[config.mk]
export PLATFORM = sky130hd
export DESIGN_NAME = exp_taylor_pipe
export DESIGN_NICKNAME = d
export VERILOG_FILES = /design/src/rtl/exp_taylor_pipe.sv
export SDC_FILE = /design/constraint.sdc
export NUM_CORES = 2
export LEC_CHECK = 0
export CORE_AREA = 3 3 409 371
export CTS_CLUSTER_SIZE = 40
export DETAILED_ROUTE_END_ITERATION = 10
export DIE_AREA = 0 0 412 374
export PLACE_DENSITY = 0.66
export SLEW_MARGIN = 20
export SYNTH_ARGS = -nofsm -noshare
export SYNTH_HDL_FRONTEND = slang
export SYNTH_SLANG_ARGS = --single-unit
[constraint.sdc]
create_clock -name CLK -period 7.4 [get_ports CLK]
set_input_delay 1.85 -clock CLK [delete_from_list [all_inputs] [get_ports CLK]]
set_output_delay 1.85 -clock CLK [all_outputs]
set_load 0.03 [all_outputs]
[src/rtl/exp_taylor_pipe.sv]
// Fully pipelined fixed-point exp(x): truncated Taylor series at 0, one stage per term,
// reciprocal-factorial coefficients (no divider), clamped and flagged output.
module exp_taylor_pipe #(
    parameter int    W          = 16,
    parameter int    FRAC       = 10,
    parameter int    N_TERMS    = 4,
    parameter string COEFF_FILE = "../data_file/exp_coeff.hex"
) (
    input  logic         CLK,
    input  logic         RST,
    input  logic         in_valid,
    output logic         in_ready,
    input  logic [W-1:0] in_data,
    output logic         out_valid,
    input  logic         out_ready,
    output logic [W-1:0] out_data,
    output logic         out_sat
);

    localparam int IW = 2 * W + 8;
    localparam int PW = IW + W + 1;

    typedef logic signed [IW-1:0]      iw_t;
    typedef logic signed [PW-1:0]      pw_t;
    typedef logic [N_TERMS-1:0][W-1:0] coeff_tbl_t;

    // c_k = round(2^FRAC / k!), the same values as the COEFF_FILE image, built at
    // elaboration so the read-only table needs no file access in the build flow.
    function automatic coeff_tbl_t coeff_table();
        coeff_tbl_t tbl;
        longint     fact;
        tbl  = '0;
        fact = 1;
        for (int k = 0; k < N_TERMS; k++) begin
            if (k > 1) fact = fact * longint'(k);
            tbl[k] = W'(((longint'(1) <<< (FRAC + 1)) + fact) / (2 * fact));
        end
        return tbl;
    endfunction

    localparam coeff_tbl_t COEFF = coeff_table();

    if (COEFF_FILE == "") begin : g_coeff_builtin
    end

    localparam pw_t IW_MAX  = (pw_t'(1) <<< (IW - 1)) - pw_t'(1);
    localparam pw_t IW_MIN  = -(pw_t'(1) <<< (IW - 1));
    localparam iw_t OUT_MAX = (iw_t'(1) <<< (W - 1)) - iw_t'(1);

    function automatic logic out_of_range(input pw_t v);
        return (v > IW_MAX) || (v < IW_MIN);
    endfunction

    function automatic iw_t clip(input pw_t v);
        if (v > IW_MAX) return iw_t'(IW_MAX);
        if (v < IW_MIN) return iw_t'(IW_MIN);
        return iw_t'(v);
    endfunction

    logic signed [W-1:0] x_q     [N_TERMS];
    iw_t                 p_q     [N_TERMS];
    iw_t                 acc_q   [N_TERMS];
    logic                ovf_q   [N_TERMS];
    logic                vld_q   [N_TERMS];

    iw_t                 p_nxt   [1:N_TERMS-1];
    iw_t                 acc_nxt [1:N_TERMS-1];
    logic                ovf_nxt [1:N_TERMS-1];
    pw_t                 p_prod;
    pw_t                 acc_sum;

    logic                adv;
    logic [W-1:0]        data_nxt;
    logic                sat_nxt;

    // Handshake: a transfer happens when valid && ready in the same cycle. The whole
    // pipe advances together on adv; when the output is held, every stage holds too.
    assign adv      = !out_valid || out_ready;
    assign in_ready = adv;

    always_comb begin
        p_prod  = '0;
        acc_sum = '0;
        for (int k = 1; k < N_TERMS; k++) begin
            p_prod     = (pw_t'(p_q[k-1]) * pw_t'(x_q[k-1])) >>> FRAC;
            acc_sum    = pw_t'(acc_q[k-1]) + ((pw_t'(p_q[k-1]) * pw_t'(COEFF[k])) >>> FRAC);
            p_nxt[k]   = clip(p_prod);
            acc_nxt[k] = clip(acc_sum);
            ovf_nxt[k] = ovf_q[k-1] | out_of_range(p_prod) | out_of_range(acc_sum);
        end
    end

    always_comb begin
        data_nxt = '0;
        sat_nxt  = 1'b0;
        if (acc_q[N_TERMS-1] < 0) begin
            data_nxt = '0;
            sat_nxt  = 1'b1;
        end else if (acc_q[N_TERMS-1] > OUT_MAX) begin
            data_nxt = OUT_MAX[W-1:0];
            sat_nxt  = 1'b1;
        end else begin
            data_nxt = acc_q[N_TERMS-1][W-1:0];
            sat_nxt  = ovf_q[N_TERMS-1];
        end
    end

    always_ff @(posedge CLK) begin
        if (RST) begin
            for (int k = 0; k < N_TERMS; k++) begin
                x_q[k]   <= '0;
                p_q[k]   <= '0;
                acc_q[k] <= '0;
                ovf_q[k] <= 1'b0;
                vld_q[k] <= 1'b0;
            end
            out_valid <= 1'b0;
            out_data  <= '0;
            out_sat   <= 1'b0;
        end else if (adv) begin
            x_q[0]   <= $signed(in_data);
            p_q[0]   <= iw_t'($signed(in_data));
            acc_q[0] <= iw_t'(COEFF[0]);
            ovf_q[0] <= 1'b0;
            vld_q[0] <= in_valid;
            for (int k = 1; k < N_TERMS; k++) begin
                x_q[k]   <= x_q[k-1];
                p_q[k]   <= p_nxt[k];
                acc_q[k] <= acc_nxt[k];
                ovf_q[k] <= ovf_nxt[k];
                vld_q[k] <= vld_q[k-1];
            end
            out_valid <= vld_q[N_TERMS-1];
            out_data  <= data_nxt;
            out_sat   <= sat_nxt;
        end
    end

endmodule

Word-level counts from Yosys, hierarchy flattened --
Memory sizes are Yosys's and may differ from the RTL's. A register that Yosys moved wholly into a read port is not among the register bits. Index checks and enable logic that the tools add are counted.
Word-level totals: bits in registers 17, bits in writable memories 392, input port bits 20, output and inout port bits 19, word-level logic and storage cells 133, memories kept 5
Memories:
- acc_q | depth 4, bits a word 40, rd ports 4, clocked after memory_dff 0, write ports 4, line 62 | iw_t acc_q [N_TERMS];
- p_q | depth 4, bits a word 40, rd ports 3, clocked after memory_dff 0, write ports 4, line 61 | iw_t p_q [N_TERMS];
- x_q | depth 4, bits a word 16, rd ports 3, clocked after memory_dff 0, write ports 4, line 60 | logic signed [W-1:0] x_q [N_TERMS];
- ovf_q | depth 4, bits a word 1, rd ports 4, clocked after memory_dff 0, write ports 4, line 63 | logic ovf_q [N_TERMS];
- vld_q | depth 4, bits a word 1, rd ports 4, clocked after memory_dff 1, write ports 4, line 64 | logic vld_q [N_TERMS];
Cells by class: add/subtract/negate cells 3, $mul 4, order comparisons 14, multiplexer cells 71, bitwise logic cells 26, reduce and logical (&&, ||, !) cells 8
Operators by type and width (count):
- 40-bit two-way mux | 32
- 40-bit by 16-bit multiplier with 56-bit output | 3
- 46-bit by 40-bit > comparator with 1-bit output, second input constant | 3
- 46-bit by 40-bit less-than comparator with 1-bit output, second input constant | 3
- 41-bit by 40-bit > comparator with 1-bit output, second input constant | 3
- 41-bit by 40-bit less-than comparator with 1-bit output, second input constant | 3
- 16-bit two-way mux | 6
- 40-bit by 39-bit adder with 41-bit output | 2
- 40-bit by 9-bit multiplier with 49-bit output, second input constant | 1
- 40-bit by 40-bit adder with 41-bit output | 1
- 40-bit by 16-bit > comparator with 1-bit output, second input constant | 1
- 40-bit by 1-bit less-than comparator with 1-bit output, second input constant | 1
- 1-bit two-way mux | 33
- 1-bit bitwise OR | 26
- 1-bit logical OR | 7
- 1-bit logical NOT | 1

Longest topological paths before layout --
depth after elaboration 8, gate-level depth with buffers 33, mapped depth without buffers 30

Least setup slack after synthesis --
Ideal clock, no wire load.
kind input to register, start input port out_ready, end memory acc_q[1][0] (netlist bit) (enable), arrival time 7260 ps, data required time 6807 ps, setup slack -452 ps, cell stages on the path 5, buffers on the path 1, cells stage by stage nor2b_1 -> inv_1 -> nor2_1 -> clkbuf_1 -> inv_1
RTL lines:
- from (decl) | line 15 | input logic out_ready,
- to (decl) | line 62

==> qor.csv <==
metric,value,unit
htree_levels,2,
multi_input_area,57530,um2
via_per_inst,5.255,
grt.total_usage,25.68,%
grt_util_met2,41.78,%
final_layout_size_suffix_gt1_share,13.92,%
synth_cell_types,94,
regToRegStartpoint,x_q[0][17],
antenna_found_initial,11,
fin_crit,7393,ps
hold_buffers,0,
grt_pass1_wl,314200,um
met3_usage,3.455,%
tightest_slew,1119,ps
path_buf_inv,10,
grt_max_degree,144,
seq_area_frac_synth,10.64,%
max_freq,0.1353,GHz
use_met1,36.07,%
critPathKind,reg -> reg,
cp-end-kind,flop,
cp_max_fo,7,
clock_latency,610,ps
dr.pass1.iters,6,
synthMuxAreaShare,0.08669,%
finalCritPeriodShare,99.90,%
final_max_slew_viol_count,0,
drc,0,
num_io_pins,39,
cts_tree,done,
cts_root_buf,clkbuf_16,
syn_nets,10080,
start_util,48.80,%
area_delta_synth_final,17.36,%
synthFlopType,edfxtp_1,
relSlewSlack,25.38,%
synth_compound_area_share,7.043,%
ys_warn_count,0,
numCtsBuffers,36,
first_global_vias,57740,
seqCellArea,7677,um2
grt_overflow,0,
r2r-end,p_q[0][88],
worstPathArrival,7850,ps
synth_simple_gate_area_share,13.57,%
rsz0062_at_grt,true,
cp.required,7850,ps
synth_top_family_by_area,adder cells,
busiest_layer,met2,
vias,54820,
postRouteAntennaNets,0,
min_from,out_data[4],
place.port_buffers,38,
setup_viol,0,
cts_buffer_depth,3,
syn-mean-instance-area,9.143,um2
dieArea,154100,um2
nFillCells,12810,
cpMostUsedCell,fa_1,
min_path_type,reg -> reg,
wl_per_cell,19.34,um
crit_slowest_cell,fa_1,
routabilityCongestion,0.9228,
synth_edf_count,243,
async_reset_ff_share,0,%
die_h,374,um
synth-seq-cells,262,
syn_area,72170,um2
dpl-instance-area,79380,um2
max_stage_delay,550,ps
clock-sinks,262,
finalHoldViolCount,0,
fin_worst_skew,24.16,ps
worstRegToRegCells,28,
hold_end,out_data[4],
fin_area,84690,um2
wl,201700,um
nNetsFinal,10620,
synthCells,7893,
num_rows,134,
min_path_cells,2,
startpoint_type,flop,
crit_family,adder cells,
status,"complete, no violations",
dp_hpwl,159900,um
core_area,147900,um2
synth_xor_area_share,2.379,%
yosys.area_share.adder,53.79,%
drt_iter0_markers,3754,
die-width,412,um
rrSetupSlack,7,ps
path_clk_slew,60,ps
drv_cap,0,
-- area by class of cell --
type                    instances  share of cell area, %
multi-input cells            5244                  67.93
repair buffers                791                  9.376
inverters                    2096                  9.297
flip-flops and latches        262                  9.065
well taps                    1972                  2.913
clock buffers                  46                  1.170
clock inverters                19                 0.2393
diodes                          2               0.005910
-- registers in the layout, summed over array words and instances, names as in the netlist --
register	cells
p_q	96
acc_q	109
out_data	16
x_q	32
vld_q	4
ovf_q	3
out_valid	1
out_sat	1
-- cells in the final DEF (no fill, tap or decap), drive strengths merged, types with 127 or more instances in the layout --
master | synthesis | final
and2 | 506 | 506
fa | 1562 | 1562
edfxtp | 243 | 243
nor2 | 279 | 279
inv | 2091 | 2098
a21oi | 234 | 234
a21o | 132 | 132
o21ai | 208 | 208
ha | 603 | 603
buf | 28 | 730
nand2 | 1001 | 1001
xnor2 | 127 | 127
-- per-layer routing --
layer  up-vias  wire length, um
li1      24660                -
met4        14             7716
met3       370            13120
met2      1796            95220
met5         -               91
met1     27980            85570
-- worst max-delay path by stage --
stage / slack, ps / endpoint / from / depth (start not counted)
final: 7 / p_q[0][88] / x_q[0][17] / 28
after global routing: -200 / p_q[0][88] / x_q[0][17] / 28
after CTS: 0.3 / p_q[0][96] / x_q[0][17] / 25
after detailed placement: -370 / ovf_q[3] / p_q[0][100] / 27
after global placement: -400 / acc_q[3][14] / p_q[0][89] / 32
after floorplan: 120 / acc_q[3][30] / p_q[0][89] / 31
-- cell usage after synthesis, types with 5 or more instances --
cell | instances | area (um2)
nand2b_1 | 34 | 212.7
xnor2_1 | 127 | 1112
nand4_1 | 40 | 250.2
o21bai_1 | 27 | 202.7
nand3_1 | 49 | 245.2
edfxtp_1 | 243 | 7297
fa_1 | 1562 | 31270
or2_2 | 10 | 62.56
a21o_1 | 132 | 991.0
o211ai_1 | 13 | 97.59
o21a_1 | 33 | 247.7
nor3_1 | 47 | 235.2
a221oi_1 | 6 | 52.55
o21ai_0 | 192 | 960.9
ha_1 | 603 | 7545
nor2b_1 | 19 | 118.9
dfxtp_1 | 19 | 380.4
a21oi_1 | 233 | 1166
a311oi_1 | 5 | 43.79
and3_1 | 32 | 200.2
nand2_1 | 1000 | 3754
clkinv_1 | 5 | 18.77
o2111ai_1 | 6 | 52.55
clkbuf_1 | 259 | 972.2
a211o_1 | 12 | 105.1
o2111a_1 | 6 | 67.56
o41ai_1 | 5 | 43.79
inv_1 | 2091 | 7849
a21boi_0 | 9 | 67.56
and2_1 | 506 | 3166
a211oi_1 | 19 | 142.6
nor2_1 | 279 | 1047
or3_1 | 24 | 150.1
buf_2 | 19 | 95.09
o21ai_1 | 14 | 70.07
o31ai_1 | 12 | 90.09
xor2_1 | 69 | 604.3
nor4_1 | 15 | 93.84
a31oi_1 | 15 | 93.84
-- worst reg2reg max path: cells and delay by family, from the launching register on --
family	cells	cell delay, ps
buf+inv	10	1090
simple gates	3	470
fa+ha+maj	7	3240
compound gates	8	2030
flops	1	390
-- logic make-up after synthesis --
family | count (synthesis)
compound gates | 794
buf+inv | 2387
flops | 262
mux | 6
xor+xnor | 196
fa+ha+maj | 2165
simple gates | 2083
-- through the flow --
step	std cells	hold WS [ps]	util, %	setup WS, ps	setup TNS, ps
floorplan	7893	432.9	-	115.6	0
global placement	10210	438.0	53.68	-404.5	-15690
detailed placement	10210	448.5	53.68	-371.3	-10570
CTS	10280	461.7	54.64	0.2833	0
global route	10430	490.9	57.27	-195.7	-7902
finish	10430	457.3	57.27	7.333	0
-- what timing repair did --
item / 4_1_cts / 5_1_grt
endpoints found under the setup margin: 55 / 97
pin swaps: 9 / 247
buffers inserted: 11 / 120
gates cloned: 1 / 33
gates resized for setup: 25 / 505
Power is not shown: default switching activity piles up to over one toggle a cycle in this logic, so the estimate is an artifact.
